==> src/rtl/tetris_driver.sv <==
// Stimulus initiator for the TETRIS engine: issues LFSR-generated pieces at legal
// columns, collects per-round scores and failures, and flags protocol or timeout errors.
module tetris_driver #(
  parameter int unsigned NUM_ROUNDS = 4,
  parameter int unsigned GAP_CYCLES = 1,
  parameter int unsigned TIMEOUT    = 16,
  parameter logic [15:0] SEED       = 16'h0001
) (
  input  logic        clk,
  input  logic        rst,
  input  logic        start,
  output logic        busy,
  output logic        done,
  output logic        in_valid,
  output logic [2:0]  tetrominoes,
  output logic [2:0]  position,
  input  logic        tetris_valid,
  input  logic        score_valid,
  input  logic        fail,
  input  logic [3:0]  score,
  input  logic [71:0] tetris,
  output logic [71:0] last_board,
  output logic [7:0]  total_score,
  output logic [7:0]  fail_rounds,
  output logic [7:0]  rounds_done,
  output logic        err_timeout,
  output logic        err_proto
);

  typedef enum logic [2:0] {
    S_IDLE, S_ISSUE, S_WAIT, S_GAP, S_ROUND_END, S_DONE
  } state_e;

  localparam int unsigned WAIT_W   = $clog2(TIMEOUT + 1);
  localparam int unsigned GAP_W    = $clog2(GAP_CYCLES + 1);
  localparam logic [15:0] SEED_EFF = (SEED == 16'h0000) ? 16'h0001 : SEED;

  state_e            state_q, state_d;
  logic [15:0]       lfsr_q, lfsr_d;
  logic [4:0]        turn_cnt_q, turn_cnt_d;
  logic [WAIT_W-1:0] wait_cnt_q, wait_cnt_d;
  logic [GAP_W-1:0]  gap_cnt_q, gap_cnt_d;
  logic [3:0]        score_cap_q, score_cap_d;
  logic              fail_cap_q, fail_cap_d;
  logic [71:0]       last_board_q, last_board_d;
  logic [7:0]        total_score_q, total_score_d;
  logic [7:0]        fail_rounds_q, fail_rounds_d;
  logic [7:0]        rounds_done_q, rounds_done_d;
  logic              err_timeout_q, err_timeout_d;
  logic              err_proto_q, err_proto_d;

  logic [2:0] piece, raw, pos_max, pos_map;
  logic       lfsr_fb;
  logic [8:0] score_sum;
  logic       proto_viol;

  assign piece   = lfsr_q[2:0];
  assign raw     = lfsr_q[5:3];
  assign lfsr_fb = lfsr_q[15] ^ lfsr_q[13] ^ lfsr_q[12] ^ lfsr_q[10];

  always_comb begin
    case (piece)
      3'd0:    pos_max = 3'd4;
      3'd1:    pos_max = 3'd5;
      3'd2:    pos_max = 3'd2;
      3'd3:    pos_max = 3'd4;
      3'd4:    pos_max = 3'd3;
      3'd5:    pos_max = 3'd4;
      3'd6:    pos_max = 3'd4;
      default: pos_max = 3'd3;
    endcase
    pos_map = (raw > pos_max) ? (raw & pos_max) : raw;
  end

  assign in_valid    = (state_q == S_ISSUE);
  assign tetrominoes = in_valid ? piece : '0;
  assign position    = in_valid ? pos_map : '0;
  assign busy        = (state_q == S_ISSUE) || (state_q == S_WAIT) ||
                       (state_q == S_GAP)   || (state_q == S_ROUND_END);
  assign done        = (state_q == S_DONE);

  assign last_board  = last_board_q;
  assign total_score = total_score_q;
  assign fail_rounds = fail_rounds_q;
  assign rounds_done = rounds_done_q;
  assign err_timeout = err_timeout_q;
  assign err_proto   = err_proto_q;

  assign proto_viol = (tetris_valid != score_valid) ||
                      (score_valid && (state_q != S_WAIT)) ||
                      (fail && !score_valid) ||
                      (score_valid && in_valid);

  assign score_sum = {1'b0, total_score_q} + (fail_cap_q ? 9'd0 : {5'd0, score_cap_q});

  always_comb begin
    state_d       = state_q;
    lfsr_d        = lfsr_q;
    turn_cnt_d    = turn_cnt_q;
    wait_cnt_d    = wait_cnt_q;
    gap_cnt_d     = gap_cnt_q;
    score_cap_d   = score_cap_q;
    fail_cap_d    = fail_cap_q;
    last_board_d  = last_board_q;
    total_score_d = total_score_q;
    fail_rounds_d = fail_rounds_q;
    rounds_done_d = rounds_done_q;
    err_timeout_d = err_timeout_q;
    err_proto_d   = err_proto_q | proto_viol;

    case (state_q)
      S_IDLE: begin
        if (start) begin
          lfsr_d        = SEED_EFF;
          turn_cnt_d    = '0;
          score_cap_d   = '0;
          fail_cap_d    = 1'b0;
          last_board_d  = '0;
          total_score_d = '0;
          fail_rounds_d = '0;
          rounds_done_d = '0;
          err_timeout_d = 1'b0;
          err_proto_d   = proto_viol;
          state_d       = S_ISSUE;
        end
      end
      S_ISSUE: begin
        lfsr_d     = {lfsr_q[14:0], lfsr_fb};
        turn_cnt_d = turn_cnt_q + 5'd1;
        wait_cnt_d = '0;
        state_d    = S_WAIT;
      end
      S_WAIT: begin
        wait_cnt_d = wait_cnt_q + WAIT_W'(1);
        if (score_valid) begin
          last_board_d = tetris;
          score_cap_d  = score;
          fail_cap_d   = fail;
          gap_cnt_d    = '0;
          state_d      = (fail || turn_cnt_q == 5'd16) ? S_ROUND_END : S_GAP;
        end else if (wait_cnt_q == WAIT_W'(TIMEOUT - 2)) begin
          // Issue cycle plus TIMEOUT-1 wait cycles: the response window spans TIMEOUT cycles.
          err_timeout_d = 1'b1;
          state_d       = S_DONE;
        end
      end
      S_GAP: begin
        if (gap_cnt_q == GAP_W'(GAP_CYCLES - 1)) begin
          state_d = S_ISSUE;
        end else begin
          gap_cnt_d = gap_cnt_q + GAP_W'(1);
        end
      end
      S_ROUND_END: begin
        rounds_done_d = (rounds_done_q == 8'hFF) ? 8'hFF : rounds_done_q + 8'd1;
        total_score_d = score_sum[8] ? 8'hFF : score_sum[7:0];
        if (fail_cap_q && fail_rounds_q != 8'hFF) begin
          fail_rounds_d = fail_rounds_q + 8'd1;
        end
        turn_cnt_d = '0;
        gap_cnt_d  = '0;
        state_d    = (rounds_done_d == 8'(NUM_ROUNDS)) ? S_DONE : S_GAP;
      end
      S_DONE: begin
        state_d = S_IDLE;
      end
      default: begin
        state_d = S_IDLE;
      end
    endcase
  end

  always_ff @(posedge clk) begin
    if (rst) begin
      state_q       <= S_IDLE;
      lfsr_q        <= 16'h0001;
      turn_cnt_q    <= '0;
      wait_cnt_q    <= '0;
      gap_cnt_q     <= '0;
      score_cap_q   <= '0;
      fail_cap_q    <= 1'b0;
      last_board_q  <= '0;
      total_score_q <= '0;
      fail_rounds_q <= '0;
      rounds_done_q <= '0;
      err_timeout_q <= 1'b0;
      err_proto_q   <= 1'b0;
    end else begin
      state_q       <= state_d;
      lfsr_q        <= lfsr_d;
      turn_cnt_q    <= turn_cnt_d;
      wait_cnt_q    <= wait_cnt_d;
      gap_cnt_q     <= gap_cnt_d;
      score_cap_q   <= score_cap_d;
      fail_cap_q    <= fail_cap_d;
      last_board_q  <= last_board_d;
      total_score_q <= total_score_d;
      fail_rounds_q <= fail_rounds_d;
      rounds_done_q <= rounds_done_d;
      err_timeout_q <= err_timeout_d;
      err_proto_q   <= err_proto_d;
    end
  end

endmodule

==> config.mk <==
export PLATFORM = sky130hd
export DESIGN_NAME = tetris_driver
export DESIGN_NICKNAME = d
export VERILOG_FILES = /design/src/rtl/tetris_driver.sv
export SDC_FILE = /design/constraint.sdc
export NUM_CORES = 1
export LEC_CHECK = 0
export ABC_CLOCK_PERIOD_IN_PS = 5500
export BUFFER_PORTS_ARGS = -buffer_cell sky130_fd_sc_hd__buf_2
export CAP_MARGIN = 40
export CORE_ASPECT_RATIO = 0.5
export CORE_UTILIZATION = 45
export DETAILED_ROUTE_END_ITERATION = 10
export PLACE_DENSITY_LB_ADDON = 0.05
export SKIP_LAST_GASP = 1
export SYNTH_ARGS = -nofsm -noshare
export SYNTH_HDL_FRONTEND = slang
export SYNTH_SLANG_ARGS = --single-unit
==> constraint.sdc <==
create_clock -name clk -period 5.5 [get_ports clk]
set_clock_uncertainty 0.15 [all_clocks]
set_input_delay 1.1 -clock clk [delete_from_list [all_inputs] [get_ports clk]]
set_output_delay 1.1 -clock clk [all_outputs]
set_load 0.01 [all_outputs]
==> results.sh <==
export IMPL_fin_cells=1033
export IMPL_cts_tree="done"
export IMPL_p_sw_share_pct=24.3
export IMPL_arrival_ps=2460
export IMPL_ys_seq_elements=132
export IMPL_synth_edff_count=0
export IMPL_ir_drop_mv=0.192
export IMPL_crit_path_max_fanout=5
export IMPL_min_period_over_period_pct=67.4
export IMPL_max_slew_margin_pct=40.0
export IMPL_yosys_warnings=0
export IMPL_clkTransAtPathRegs_ps=60
export IMPL_drt_initial_drc_count=459
export IMPL_layout_min_cycle_time_ps=3710
export IMPL_worstHoldStart="last_board[53]$_SDFFE_PP0P_"
export IMPL_maxSlewViolCount=0
export IMPL_p_leak_nw=3.08
export IMPL_initial_core_util_pct=47.3
export IMPL_min_path_cells=2
export IMPL_antenna_found_initial=0
export IMPL_synth_cell_area_sq_um=5720
export IMPL_vias=5356
export IMPL_reg2reg_from="state_q[0]$_SDFFE_PP0P_"
export IMPL_cts_root_buf="clkbuf_16"
export IMPL_clockBufferDepth=2
export IMPL_wl_per_cell_microns=14.5
export IMPL_clock_fmax_mhz=270
export IMPL_yosysSeqAreaShare_pct=46.2
export IMPL_antennaDiodeCount=0
export IMPL_grt_pass1_vias=4562
export IMPL_reg2reg_depth=7
export IMPL_grt_total_usage_pct=22.0
export IMPL_cts_setup_buffers=0
export IMPL_sequentialPowerShare_pct=39.2
export IMPL_r2r_end="fail_cap_q$_SDFFE_PP0P_"
export IMPL_stdcell_area_sq_um=7370
export IMPL_core_area_sq_um=12100
export IMPL_synthTopCellsByArea="dfxtp_1, a21oi_1, nand3_1"
export IMPL_power_mw=2.52
export IMPL_min_delay_worst_endpoint="last_board[53]$_SDFFE_PP0P_"
export IMPL_holdBufCountCts=0
export IMPL_wl_met3_microns=720
export IMPL_m1WireLength_microns=7230
export IMPL_fp_row_count=28
export IMPL_power_density_nw_per_um2=341
export IMPL_die_area_sq_um=13200
export IMPL_clkLatencyLatePin_ps=410
export IMPL_synth_commonest_cells="dfxtp_1, a21oi_1, nand2_1, nand3_1, nor2_1"
export IMPL_grt_pass1_wl_microns=22900
export IMPL_placed_area_sq_um=6700
export IMPL_ys_flop_type="dfxtp_1"
export IMPL_finalSetupViolations=0
export IMPL_status="finished, final reports clean"
export IMPL_p_int_mw=1.91
export IMPL_wl_met2_microns=6910
export IMPL_hp_class="reg -> reg"
export IMPL_cts_repair_resized=0
export IMPL_drt_vias_per_instance=5.18
export IMPL_drc=0
export IMPL_syn_to_final_growth_pct=28.9
export IMPL_reg2reg_slack_ps=2690
export IMPL_final_nets=954
export IMPL_clkSinkCount=132
export IMPL_cts_made_buffers=17
export IMPL_io_pins=189
export IMPL_comb_power_share_pct=9.1
export IMPL_synthArstFlopShare_pct=0
export IMPL_rsz0062_at_grt="no"
export IMPL_hold_violations=0
export IMPL_tightest_slew_ps=900
export IMPL_syn_avg_cell_area_sq_um=8.25
export IMPL_worstSetupStartpointType="register"
export IMPL_syn_num_nets=792
export IMPL_gp_congestion=0.809
export IMPL_grt_ovfl_total=0
export IMPL_dpl_cell_count=1001
export IMPL_synth_top_area_share_pct=46.2
export IMPL_io_buffer_count=188
export IMPL_fin_setup_tns_ps=0
export IMPL_max_cap_violations=0
export IMPL_critical_path_class="reg -> out"
export IMPL_fp_dieH_microns=81.7
export IMPL_yosysMostFrequentCell="dfxtp_1"
export IMPL_grt_max_degree=86
export IMPL_endpoint_kind="primary output"
export IMPL_cp_data_required_time_ps=4250
export IMPL_postRouteAntennaNets=0
export IMPL_synth_cell_types=54
export IMPL_hold_ws_ps=296
export IMPL_routed_wl_microns=15000
export IMPL_drt_first_pass_iters=5
export IMPL_htreeDepth=4
export IMPL_die_w_microns=161
export IMPL_p_clk_share_pct=51.7
export IMPL_layout_drive_gt1_share_pct=27.6
export IMPL_routed_top_layer="met4"
export IMPL_yosysTopAreaCell="dfxtp_1"
export IMPL_dpl_hpwl_microns=10000
export IMPL_synthCells=693
export IMPL_p_sw_mw=0.611
==> per-stage QoR <==
stage	setup WS (ps)	utilization, %
after floorplan	2520	-
after global placement	1970	55.0
after detailed placement	2140	55.4
after CTS	1730	61.0
after global routing	1510	61.0
final	1790	61.0
==> registers in the layout, summed over array words and instances (netlist names) <==
signal and flops:
total_score 8, rounds_done 8, lfsr_q 16, err_proto 1
fail_rounds 8, state_q 3, wait_cnt_q 5, err_timeout 1
score_cap_q 4, fail_cap_q 1, turn_cnt_q 5, last_board 72
==> cell type report <==
class / count / area, sq um
inverter: 15 / 56.3
tap: 165 / 206
fill: 1128 / 4710
multi-input combinational: 494 / 2760
sequential: 132 / 2640
clock buffer: 18 / 429
timing repair buffer: 195 / 1030
clock inverter: 14 / 246
==> power groups by stage <==
stage / combinational, mW / clock [mW] / sequential (mW)
floorplan: 0.148 / 0 / 1.01
global placement: 0.215 / 0 / 1.01
detailed placement: 0.229 / 0 / 1.01
CTS: 0.230 / 1.32 / 0.987
global route: 0.252 / 1.37 / 0.989
finish: 0.229 / 1.30 / 0.987
==> logic make-up after synthesis <==
kind of cell             share of synthesized area, %
AND/OR/NAND/NOR                                  23.0
AO/OA/AOI/OAI                                    17.8
adder cells (fa/ha/maj)                          3.85
multiplexers                                    0.722
XOR/XNOR                                         2.76
buffers and inverters                            5.66
flip-flops                                       46.2
==> routing by layer <==
| layer | GRT usage [%] | vias to the layer above |
|---|---|---|
| met5 | 0 | - |
| met4 | 6.60 | 0 |
| met3 | 5.25 | 9 |
| met2 | 35.3 | 117 |
| met1 | 29.5 | 2489 |
| li1 | - | 2741 |
==> placed cells by master, fill, tap and decap left out, types with 3 or more instances in the layout <==
master | Yosys | routed
clkinv_4 | 0 | 3
nand3_1 | 91 | 91
bufinv_16 | 0 | 6
o21ai_0 | 16 | 15
clkbuf_16 | 0 | 17
and2_1 | 8 | 7
dfxtp_1 | 132 | 132
ha_1 | 16 | 16
xnor2_1 | 13 | 13
nor2b_1 | 5 | 5
nand4_1 | 5 | 5
a22oi_1 | 17 | 17
inv_6 | 0 | 4
buf_4 | 13 | 6
o211ai_1 | 3 | 3
nor2_1 | 44 | 44
buf_2 | 13 | 187
a21oi_1 | 113 | 113
and3_1 | 5 | 5
a31oi_1 | 3 | 3
mux2i_1 | 3 | 3
inv_1 | 14 | 14
a211oi_1 | 6 | 6
nand2b_1 | 5 | 5
nand2_1 | 97 | 96
xor2_1 | 5 | 5
nor3_1 | 6 | 6
==> worst max-delay path, cell delays in order, from the launching register on <==
cell,delay (ps)
dfxtp_1,390
xnor2_1,120
o21ai_0,330
ha_1,320
o21bai_1,150
a21oi_1,80
a31oi_1,260
mux2i_1,220
nor2_1,50
buf_2,140
==> worst max path at each step <==
stage / endpoint / startpoint / cells past startpoint / slack, ps
6_report: position[1] / lfsr_q[1]$_SDFFE_PP0P_ / 9 / 1790
5_1_grt: position[1] / lfsr_q[1]$_SDFFE_PP0P_ / 9 / 1510
4_1_cts: position[1] / lfsr_q[2]$_SDFFE_PP0P_ / 9 / 1730
3_5_place_dp: fail_cap_q$_SDFFE_PP0P_ / start / 7 / 2140
3_3_place_gp: fail_cap_q$_SDFFE_PP0P_ / start / 6 / 1970
2_1_floorplan: position[0] / lfsr_q[2]$_SDFFE_PP0P_ / 8 / 2520
Note: power is estimated with default switching activity, not from simulation.
